### config.mk
export PLATFORM = sky130hd
export DESIGN_NAME = apb_req_arbiter_flat
export DESIGN_NICKNAME = d
export VERILOG_FILES = /design/src/rtl/apb_req_arbiter_if.sv /design/src/rtl/apb_req_arbiter.sv /design/src/flat_wrapper.sv
export SDC_FILE = /design/constraint.sdc
export NUM_CORES = 1
export LEC_CHECK = 0
export BUFFER_PORTS_ARGS = -buffer_cell sky130_fd_sc_hd__buf_2
export CORE_AREA = 2 2 119 121
export DETAILED_ROUTE_END_ITERATION = 16
export DIE_AREA = 0 0 121 123
export PLACE_DENSITY = 0.84
export SLEW_MARGIN = 20
export SYNTH_ARGS = -nofsm -noshare
export SYNTH_HDL_FRONTEND = slang
export SYNTH_SLANG_ARGS = --single-unit
### constraint.sdc
create_clock -name PCLK -period 1.5 [get_ports PCLK]
set_input_delay 0.15 -clock PCLK [delete_from_list [all_inputs] [get_ports PCLK]]
set_output_delay 0.15 -clock PCLK [all_outputs]
set_load 0.05 [all_outputs]
### src/rtl/apb_req_arbiter_if.sv
// apb_req_arbiter_if: requester-side and APB-master-side signal bundle for
// apb_req_arbiter. The "slave" modport is the arbiter's view. The "master"
// modport is the view of the surrounding requesters plus the APB master/slave.
interface apb_req_arbiter_if #(
  parameter int NREQ = 2,
  parameter int AW   = 32,
  parameter int DW   = 32
);
  // Requester side
  logic [NREQ-1:0]    req_valid;
  logic [NREQ-1:0]    req_write;
  logic [NREQ*AW-1:0] req_addr;
  logic [NREQ*DW-1:0] req_wdata;
  logic [NREQ-1:0]    req_ready;
  logic [NREQ-1:0]    rsp_valid;
  logic [DW-1:0]      rsp_rdata;
  logic               rsp_err;
  logic               busy;

  // APB master command port and completion status
  logic               m_transfer;
  logic               m_write;
  logic               m_read;
  logic [AW-1:0]      m_write_address;
  logic [AW-1:0]      m_read_address;
  logic [DW-1:0]      m_write_data;
  logic               m_penable;
  logic               m_pready;
  logic               m_pslverr;
  logic [DW-1:0]      m_read_out;

  modport slave (
    input  req_valid, req_write, req_addr, req_wdata,
    input  m_penable, m_pready, m_pslverr, m_read_out,
    output req_ready, rsp_valid, rsp_rdata, rsp_err, busy,
    output m_transfer, m_write, m_read, m_write_address, m_read_address, m_write_data
  );

  modport master (
    output req_valid, req_write, req_addr, req_wdata,
    output m_penable, m_pready, m_pslverr, m_read_out,
    input  req_ready, rsp_valid, rsp_rdata, rsp_err, busy,
    input  m_transfer, m_write, m_read, m_write_address, m_read_address, m_write_data
  );
endinterface

### src/rtl/apb_req_arbiter.sv
// apb_req_arbiter: round-robin sharing of one APB master command port between
// NREQ requesters. One transaction at a time: IDLE -> ISSUE -> WAIT -> DONE.
// All outputs come from registers or from state decode, never from inputs.
// Optional feature macro: APB_ARB_TIMEOUT_EN -- when defined, a WAIT that
// lasts TIMEOUT cycles without PENABLE && PREADY is completed with an error.
module apb_req_arbiter #(
  parameter int NREQ    = 2,
  parameter int AW      = 32,
  parameter int DW      = 32,
  parameter int TIMEOUT = 16
) (
  input  logic              PCLK,
  input  logic              PRESETn,
  apb_req_arbiter_if.slave  bus
);

  localparam int PW = (NREQ > 1) ? $clog2(NREQ) : 1;

  typedef enum logic [1:0] {
    S_IDLE  = 2'd0,
    S_ISSUE = 2'd1,
    S_WAIT  = 2'd2,
    S_DONE  = 2'd3
  } state_t;

  if (NREQ < 2 || NREQ > 4 || TIMEOUT < 2) begin : g_bad_params
    $error("apb_req_arbiter: NREQ must be 2..4 and TIMEOUT at least 2");
  end

  state_t          r_state;
  state_t          w_state_next;
  logic [PW-1:0]   r_rr_ptr;
  logic [PW-1:0]   r_owner;
  logic            r_write;
  logic [AW-1:0]   r_addr;
  logic [DW-1:0]   r_wdata;
  logic [DW-1:0]   r_rdata;
  logic            r_err;
  logic [PW-1:0]   w_grant_idx;
  logic            w_grant_found;
  logic            w_complete;
  logic            w_timeout;

  // (base + offset) mod NREQ, for the round-robin scan and pointer advance
  function automatic logic [PW-1:0] rr_index(input logic [PW-1:0] base, input int offset);
    int sum;
    sum = int'(base) + offset;
    if (sum >= NREQ) sum = sum - NREQ;
    return PW'(sum);
  endfunction

  assign w_complete = (r_state == S_WAIT) && bus.m_penable && bus.m_pready;

`ifdef APB_ARB_TIMEOUT_EN
  localparam int CW = $clog2(TIMEOUT + 1);
  logic [CW-1:0] r_cnt;

  // WAIT-cycle counter: cleared in ISSUE so it starts at 0 on WAIT entry
  always_ff @(posedge PCLK or negedge PRESETn) begin
    if (!PRESETn) begin
      r_cnt <= '0;
    end else if (r_state == S_ISSUE) begin
      r_cnt <= '0;
    end else if (r_state == S_WAIT) begin
      r_cnt <= r_cnt + CW'(1);
    end
  end

  // Fires on the TIMEOUT-th WAIT cycle; a real completion in that cycle wins
  assign w_timeout = (r_state == S_WAIT) && !w_complete && (r_cnt == CW'(TIMEOUT - 1));
`else
  assign w_timeout = 1'b0;
`endif

  // Round-robin winner: first pending requester at or after rr_ptr, wrapping
  always_comb begin
    // NOTE: every always_comb output gets a default first; a path that leaves
    // a signal unassigned would otherwise infer a latch.
    w_grant_found = 1'b0;
    w_grant_idx   = '0;
    for (int i = 0; i < NREQ; i++) begin
      if (!w_grant_found && bus.req_valid[rr_index(r_rr_ptr, i)]) begin
        w_grant_found = 1'b1;
        w_grant_idx   = rr_index(r_rr_ptr, i);
      end
    end
  end

  // State register
  always_ff @(posedge PCLK or negedge PRESETn) begin
    // NOTE: sequential state uses non-blocking assignments so every register
    // samples pre-edge values regardless of block ordering.
    if (!PRESETn) r_state <= S_IDLE;
    else          r_state <= w_state_next;
  end

  // Next-state logic
  always_comb begin
    w_state_next = r_state;
    case (r_state)
      S_IDLE:  if (w_grant_found) w_state_next = S_ISSUE;
      S_ISSUE: w_state_next = S_WAIT;
      S_WAIT:  if (w_complete || w_timeout) w_state_next = S_DONE;
      S_DONE:  w_state_next = S_IDLE;
      default: w_state_next = S_IDLE;
    endcase
  end

  // Command latch on grant, response capture on completion, pointer advance in DONE
  always_ff @(posedge PCLK or negedge PRESETn) begin
    if (!PRESETn) begin
      r_rr_ptr <= '0;
      r_owner  <= '0;
      r_write  <= 1'b0;
      r_addr   <= '0;
      r_wdata  <= '0;
      r_rdata  <= '0;
      r_err    <= 1'b0;
    end else begin
      if (r_state == S_IDLE && w_grant_found) begin
        r_owner <= w_grant_idx;
        r_write <= bus.req_write[w_grant_idx];
        r_addr  <= bus.req_addr[w_grant_idx*AW +: AW];
        r_wdata <= bus.req_write[w_grant_idx] ? bus.req_wdata[w_grant_idx*DW +: DW] : '0;
      end
      if (w_complete) begin
        r_rdata <= r_write ? '0 : bus.m_read_out;
        r_err   <= bus.m_pslverr;
      end else if (w_timeout) begin
        r_rdata <= '0;
        r_err   <= 1'b1;
      end
      if (r_state == S_DONE) begin
        r_rr_ptr <= rr_index(r_owner, 1);
      end
    end
  end

  // One-hot accept and completion pulses decoded from state and owner
  always_comb begin
    bus.req_ready = '0;
    bus.rsp_valid = '0;
    if (r_state == S_ISSUE) bus.req_ready[r_owner] = 1'b1;
    if (r_state == S_DONE)  bus.rsp_valid[r_owner] = 1'b1;
  end

  assign bus.busy            = (r_state != S_IDLE);
  assign bus.m_transfer      = (r_state == S_ISSUE) || (r_state == S_WAIT);
  assign bus.m_write         = bus.m_transfer && r_write;
  assign bus.m_read          = bus.m_transfer && !r_write;
  assign bus.m_write_address = r_addr;
  assign bus.m_read_address  = r_addr;
  assign bus.m_write_data    = r_wdata;
  assign bus.rsp_rdata       = r_rdata;
  assign bus.rsp_err         = r_err;

endmodule

### src/flat_wrapper.sv
// flat-port wrapper written by rule: the top's interface ports become plain ports
module apb_req_arbiter_flat 
#(
  parameter int NREQ    = 2,
  parameter int AW      = 32,
  parameter int DW      = 32,
  parameter int TIMEOUT = 16
)
  (PCLK, PRESETn, bus_req_valid, bus_req_write, bus_req_addr, bus_req_wdata, bus_m_penable, bus_m_pready, bus_m_pslverr, bus_m_read_out, bus_req_ready, bus_rsp_valid, bus_rsp_rdata, bus_rsp_err, bus_busy, bus_m_transfer, bus_m_write, bus_m_read, bus_m_write_address, bus_m_read_address, bus_m_write_data);
  apb_req_arbiter_if #(.NREQ(NREQ), .AW(AW), .DW(DW)) bus_i ();
  input  logic PCLK;
  input  logic PRESETn;
  input wire logic [$bits(bus_i.req_valid)-1:0] bus_req_valid;
  input wire logic [$bits(bus_i.req_write)-1:0] bus_req_write;
  input wire logic [$bits(bus_i.req_addr)-1:0] bus_req_addr;
  input wire logic [$bits(bus_i.req_wdata)-1:0] bus_req_wdata;
  input wire logic [$bits(bus_i.m_penable)-1:0] bus_m_penable;
  input wire logic [$bits(bus_i.m_pready)-1:0] bus_m_pready;
  input wire logic [$bits(bus_i.m_pslverr)-1:0] bus_m_pslverr;
  input wire logic [$bits(bus_i.m_read_out)-1:0] bus_m_read_out;
  output wire logic [$bits(bus_i.req_ready)-1:0] bus_req_ready;
  output wire logic [$bits(bus_i.rsp_valid)-1:0] bus_rsp_valid;
  output wire logic [$bits(bus_i.rsp_rdata)-1:0] bus_rsp_rdata;
  output wire logic [$bits(bus_i.rsp_err)-1:0] bus_rsp_err;
  output wire logic [$bits(bus_i.busy)-1:0] bus_busy;
  output wire logic [$bits(bus_i.m_transfer)-1:0] bus_m_transfer;
  output wire logic [$bits(bus_i.m_write)-1:0] bus_m_write;
  output wire logic [$bits(bus_i.m_read)-1:0] bus_m_read;
  output wire logic [$bits(bus_i.m_write_address)-1:0] bus_m_write_address;
  output wire logic [$bits(bus_i.m_read_address)-1:0] bus_m_read_address;
  output wire logic [$bits(bus_i.m_write_data)-1:0] bus_m_write_data;
  assign bus_i.req_valid = bus_req_valid;
  assign bus_i.req_write = bus_req_write;
  assign bus_i.req_addr = bus_req_addr;
  assign bus_i.req_wdata = bus_req_wdata;
  assign bus_i.m_penable = bus_m_penable;
  assign bus_i.m_pready = bus_m_pready;
  assign bus_i.m_pslverr = bus_m_pslverr;
  assign bus_i.m_read_out = bus_m_read_out;
  assign bus_req_ready = bus_i.req_ready;
  assign bus_rsp_valid = bus_i.rsp_valid;
  assign bus_rsp_rdata = bus_i.rsp_rdata;
  assign bus_rsp_err = bus_i.rsp_err;
  assign bus_busy = bus_i.busy;
  assign bus_m_transfer = bus_i.m_transfer;
  assign bus_m_write = bus_i.m_write;
  assign bus_m_read = bus_i.m_read;
  assign bus_m_write_address = bus_i.m_write_address;
  assign bus_m_read_address = bus_i.m_read_address;
  assign bus_m_write_data = bus_i.m_write_data;
  apb_req_arbiter #(.NREQ(NREQ), .AW(AW), .DW(DW), .TIMEOUT(TIMEOUT)) u_core (.PCLK(PCLK), .PRESETn(PRESETn), .bus(bus_i));
endmodule
# --- After elaboration in Yosys (flattened, before gate mapping) ---
# Index checks and enable logic that the tools add are counted.
totals:
  input_bits: 169
  wordCells: 63
  register_bits: 102
  out_inout_bits: 137
op_classes:
  n_mux: 22
  n_reduce_logical: 13
  order_cmp: 8
  n_addsub: 5
  n_eq_ne: 5
  shift: 2
op_table:
  columns: ["cell", "n"]
  rows:
  - ["indexed part select 64 x 7 -> 32 bit", 2]
  - ["two-way mux 32 bit", 2]
  - ["two-way mux 1 bit", 14]
  - ["less-than comparator 1 x 2 -> 1 bit, second input constant", 4]
  - ["two-way mux 2 bit", 4]
  - ["case mux 2 bit (4 select lines)", 1]
  - ["logical AND 1 bit", 7]
  - ["adder 1 x 1 -> 2 bit, second input constant", 2]
  - ["== test 2 bit, second input constant", 2]
  - ["greater-or-equal comparator 2 bit, second input constant", 2]
  - ["!= test 2 x 1 -> 1 bit, second input constant", 2]
  - ["subtractor 1 bit, second input constant", 3]
  - ["== test 2 x 1 -> 1 bit, second input constant", 1]
  - ["greater-or-equal comparator 1 x 2 -> 1 bit, second input constant", 1]
  - ["zero test 1 bit", 2]
  - ["zero test 2 bit", 1]
  - ["AND reduction 2 bit", 1]
  - ["nonzero test 2 bit", 1]
  - ["demux 1 bit (select 1 bit)", 1]
  - ["greater-or-equal comparator 1 bit, second input constant", 1]
  - ["logical OR 1 bit", 1]

# --- Logic depth before layout (Yosys ltp) ---
depth:
  word_depth: 11
  depth_mapped: 7
  ltp_nobuf: 6

# --- Worst setup path after synthesis ---
# No wires, ideal clock.
synth_timing:
  path_type: "register to output"
  start: "register u_core.r_state[0]"
  end: "output bus_m_read"
  path_stages_with_launch: 4
  required_time_ns: 1.350
  path_buffers: 0
  path_slack_ns: -0.465
  arrival_ns: 1.815
  path_cell_list: "dfrtp_1 -> inv_1 -> ha_1 -> nor2b_1"
synth_between:
  elab_chain_len: 3
synth_lines:
  columns: ["element", "line", "source"]
  rows:
  - ["from (decl)", "apb_req_arbiter.sv:30", "state_t r_state;"]
  - ["from (signal assigned)", "apb_req_arbiter.sv:94", "else r_state <= w_state_next;"]
  - ["== test 2 x 1 -> 1 bit / == test 2 bit (equally long branches)", "apb_req_arbiter.sv:148", "assign bus.m_transfer = (r_state == S_ISSUE) || (r_state == S_WAIT);"]
  - ["logical OR 1 bit *", "apb_req_arbiter.sv:148", null]
  - ["net bus_m_transfer", "flat_wrapper.sv:26", "output wire logic [$bits(bus_i.m_transfer)-1:0] bus_m_transfer;"]
  - ["logical AND 1 bit *", "apb_req_arbiter.sv:150", "assign bus.m_read = bus.m_transfer && !r_write;"]
  - ["to (decl)", "flat_wrapper.sv:28", "output wire logic [$bits(bus_i.m_read)-1:0] bus_m_read;"]
# The timed path passes the listed nets; every way through them passes the cells marked *.

# --- Final worst setup path ---
layout_timing:
  start: "register u_core.r_state[1]"
  end: "output bus_m_read"
layout_between:
  elab_chain_len: 3
layout_lines:
  columns: ["element", "line"]
  rows:
  - ["== test 2 x 1 -> 1 bit / == test 2 bit (equally long branches)", "apb_req_arbiter.sv:148"]
  - ["logical OR 1 bit *", "apb_req_arbiter.sv:148"]
  - ["logical AND 1 bit *", "apb_req_arbiter.sv:150"]
# Every way passes the cells marked *; elsewhere a longest branch is shown, timed or not.

==> impl_metrics.yaml <==
run_status:
  status: "finished, violations left"
  violations: "setup timing"
die:
  initial_utilization_pct: 36.17
  core_area_um2: 13610
  die_height_um: 123
  die-area_um2: 14880
  die_w_um: 121
  io_pins: 306
  rows: 43
synth:
  synth_xor_xnor_area_share_pct: 0
  synth_seq_area_share_pct: 51.84
  yosysTopAreaCell: "dfrtp_1"
  yosysUniqueCellTypes: 27
  synth_compound_area_share_pct: 10.85
  yosysTopAreaCellShare_pct: 51.84
  synthTopCellsByArea: "dfrtp_1, mux2i_1, nand2_1"
  synth_fa_ha_area_share_pct: 1.271
  synth-simple-area-share_pct: 12.99
  synth_seq_cells: 102
  syn_nets: 659
  synth_top_family_by_area: "multiplexers"
  synthCells: 485
  synth.cell_area_um2: 4923
  syn_avg_cell_area_um2: 10.15
  synthMuxAreaShare_pct: 13.47
  ys_warn_count: 0
grt:
  grt_pass1_wl_um: 20530
  grt_pass1_vias: 4146
  met1_usage_pct: 20.04
  grt_overflow: 0
  grtUsageMet3_pct: 3.552
  grt-busiest-layer: "met2"
  grt_max_degree: 103
  grt_usage_pct: 17.69
  antenna_found_initial: 0
  gr-usage-met2_pct: 32.48
sta:
  maxSlewHeadroom_pct: 63.79
  fin_crit_ns: 1.562
  rsz0062_at_grt: "true"
  slew_violations: 0
  max_slew.worst_pin.slew_ns: 0.5431
  finalCritPeriodShare_pct: 104.1
  finalSetupTns_ns: -0.9270
  fin_skew_ns: 0.006739
  timing_hold_violations_final: 0
  setup_ws_ns: -0.06189
  fmax_ghz: 0.6403
  setup_viol: 40
  whs_ns: 0.05398
critical_path:
  worstPathRequired_ns: 1.35
  endpoint_kind: "output pin"
  critPathKind: "register to output pin"
  arrival_ns: 1.41
  path_max_fanout: 4
  r2r_slack_ns: -0.05
  startpoint_type: "register"
  reg2reg_depth: 6
final_layout:
  final_cell_count_no_fill: 966
  drive_above_1_share_pct: 51.78
  fin_area_um2: 7313
  nNetsFinal: 956
  syn2layout_area_growth_pct: 48.54
  utilization_pct: 53.73
  antenna_cells: 0
  fillCellCount: 1212
detailed_routing:
  drcViolationCount: 0
  viasPerCell: 4.658
  antenna_left: 0
  firstDrtPassIters: 4
  wl_per_cell_um: 15.80
  routed_wl_um: 15260
  vias: 4500
  drt_iter0_markers: 190
hold_path:
  hold_class: "input pin to register"
  holdPathStages: 2
pwr:
  p_leak_nw: 4.057
  powerDensity_nw_per_um2: 2591
  ir_drop_uv: 1506
  finalPower_mw: 18.95
cts:
  cts_made_buffers: 9
  root_buffer: "clkbuf_16"
  cts_sinks: 102
  cts_tree: "built"
  cts_buffer_depth: 2
  clk_latency_ns: 0.34
  h-tree-depth: 3
  path_clk_slew_ns: 0.06
place:
  hpwl_um: 10530
  dp_slack_ns: -0.01259
  io_buffers: 305
  place_congestion: 0.7985
  place_area_um2: 6521
  numPlacedInstances: 931
flow_run:
  max_cap_viol_count: 0
final cells by class:
class,count,area [um2],area share [%]
repair buffers,346,2117,28.95
clock buffers,11,242.7,3.319
multi-input cells,319,2110,28.85
flip-flops and latches,102,2552,34.90
clock inverters,4,47.55,0.6501
inverters,4,18.77,0.2566
well taps,180,225.2,3.080
worst paths after layout:
path / startpoint / endpoint
worst min-delay path: bus_m_pslverr / u_core.bus.rsp_err
worst max-delay path: u_core.r_state[1] / bus_m_read
max in group asynchronous: PRESETn / u_core.bus.m_write_data[25]
worst max register to register: u_core.r_state[1] / u_core.bus.m_write_data[8]
worst min register to register: u_core.bus.rsp_rdata[21] / u_core.bus.rsp_rdata[21]
min in group asynchronous: PRESETn / u_core.bus.rsp_rdata[22]
metal layers:
layer  share of wire [%]  routed length, um
met3                 6.3                964
met5                   0                  0
met1                  37               5688
met2                  54               8286
met4                 2.1                318
what timing repair did:
item | in CTS | in global routing
endpoints found under the setup margin | 10 | 73
gates cloned | 0 | 12
hold endpoints to repair | 102 | 0
buffers inserted | 2 | 5
hold buffers | 1 | 0
resized for setup | 26 | 39
pin swaps | 1 | 6
worst max-delay path, stage by stage (launching register included):
cell and delay [ns]:
dfrtp_1 0.41, inv_2 0.08, ha_4 0.29, nor2b_4 0.14, buf_6 0.16
power breakdown:
group | internal [mW] | total (mW) | switching, mW
Sequential | 3.93 | 4.73 | 0.798
Combinational | 3.35 | 11.9 | 8.57
Clock | 1.32 | 2.30 | 0.973
cell usage after synthesis, drive strengths merged:
cell,number
a21oi,1
and2,3
buf,44
clkbuf,18
dfrtp,102
ha,5
inv,4
mux2,2
mux2i,64
nand2,101
nand2b,32
nand3,2
nor2,2
nor2b,3
nor3,1
o21ai,99
o22a,1
o32a,1
registers in the layout (all words and copies together), names as in the netlist:
signal                     count
u_core.r_rr_ptr                1
u_core.r_write                 1
u_core.bus.rsp_rdata          32
u_core.bus.m_read_address     32
u_core.bus.m_write_data       32
u_core.r_owner                 1
u_core.bus.rsp_err             1
u_core.r_state                 2
layout by cell type, fill, tap and decap left out, drive strengths merged:
cell type,Yosys,routed
dfrtp,102,102
clkinv,0,2
dlygate4sd3,0,1
clkinvlp,0,2
buf,44,339
inv,4,3
o32a,1,1
mux2,2,2
o21ai,99,101
a21oi,1,1
nor2,2,2
nand3,2,2
ha,5,5
mux2i,64,64
nand2,101,101
clkbuf,18,17
o22a,1,1
nor3,1,1
and2,3,3
nor2b,3,3
bufinv,0,1
nand2b,32,32
logic make-up (layout without fill, tap and decap cells):
| logic type | after synthesis | count (layout) |
|---|---|---|
| AO/OA/AOI/OAI | 102 | 104 |
| adder cells (fa/ha/maj) | 5 | 5 |
| flip-flops | 102 | 102 |
| AND/OR/NAND/NOR | 144 | 144 |
| multiplexers | 66 | 66 |
| buffers and inverters | 66 | 365 |
Power figures use the tool's default switching activity.
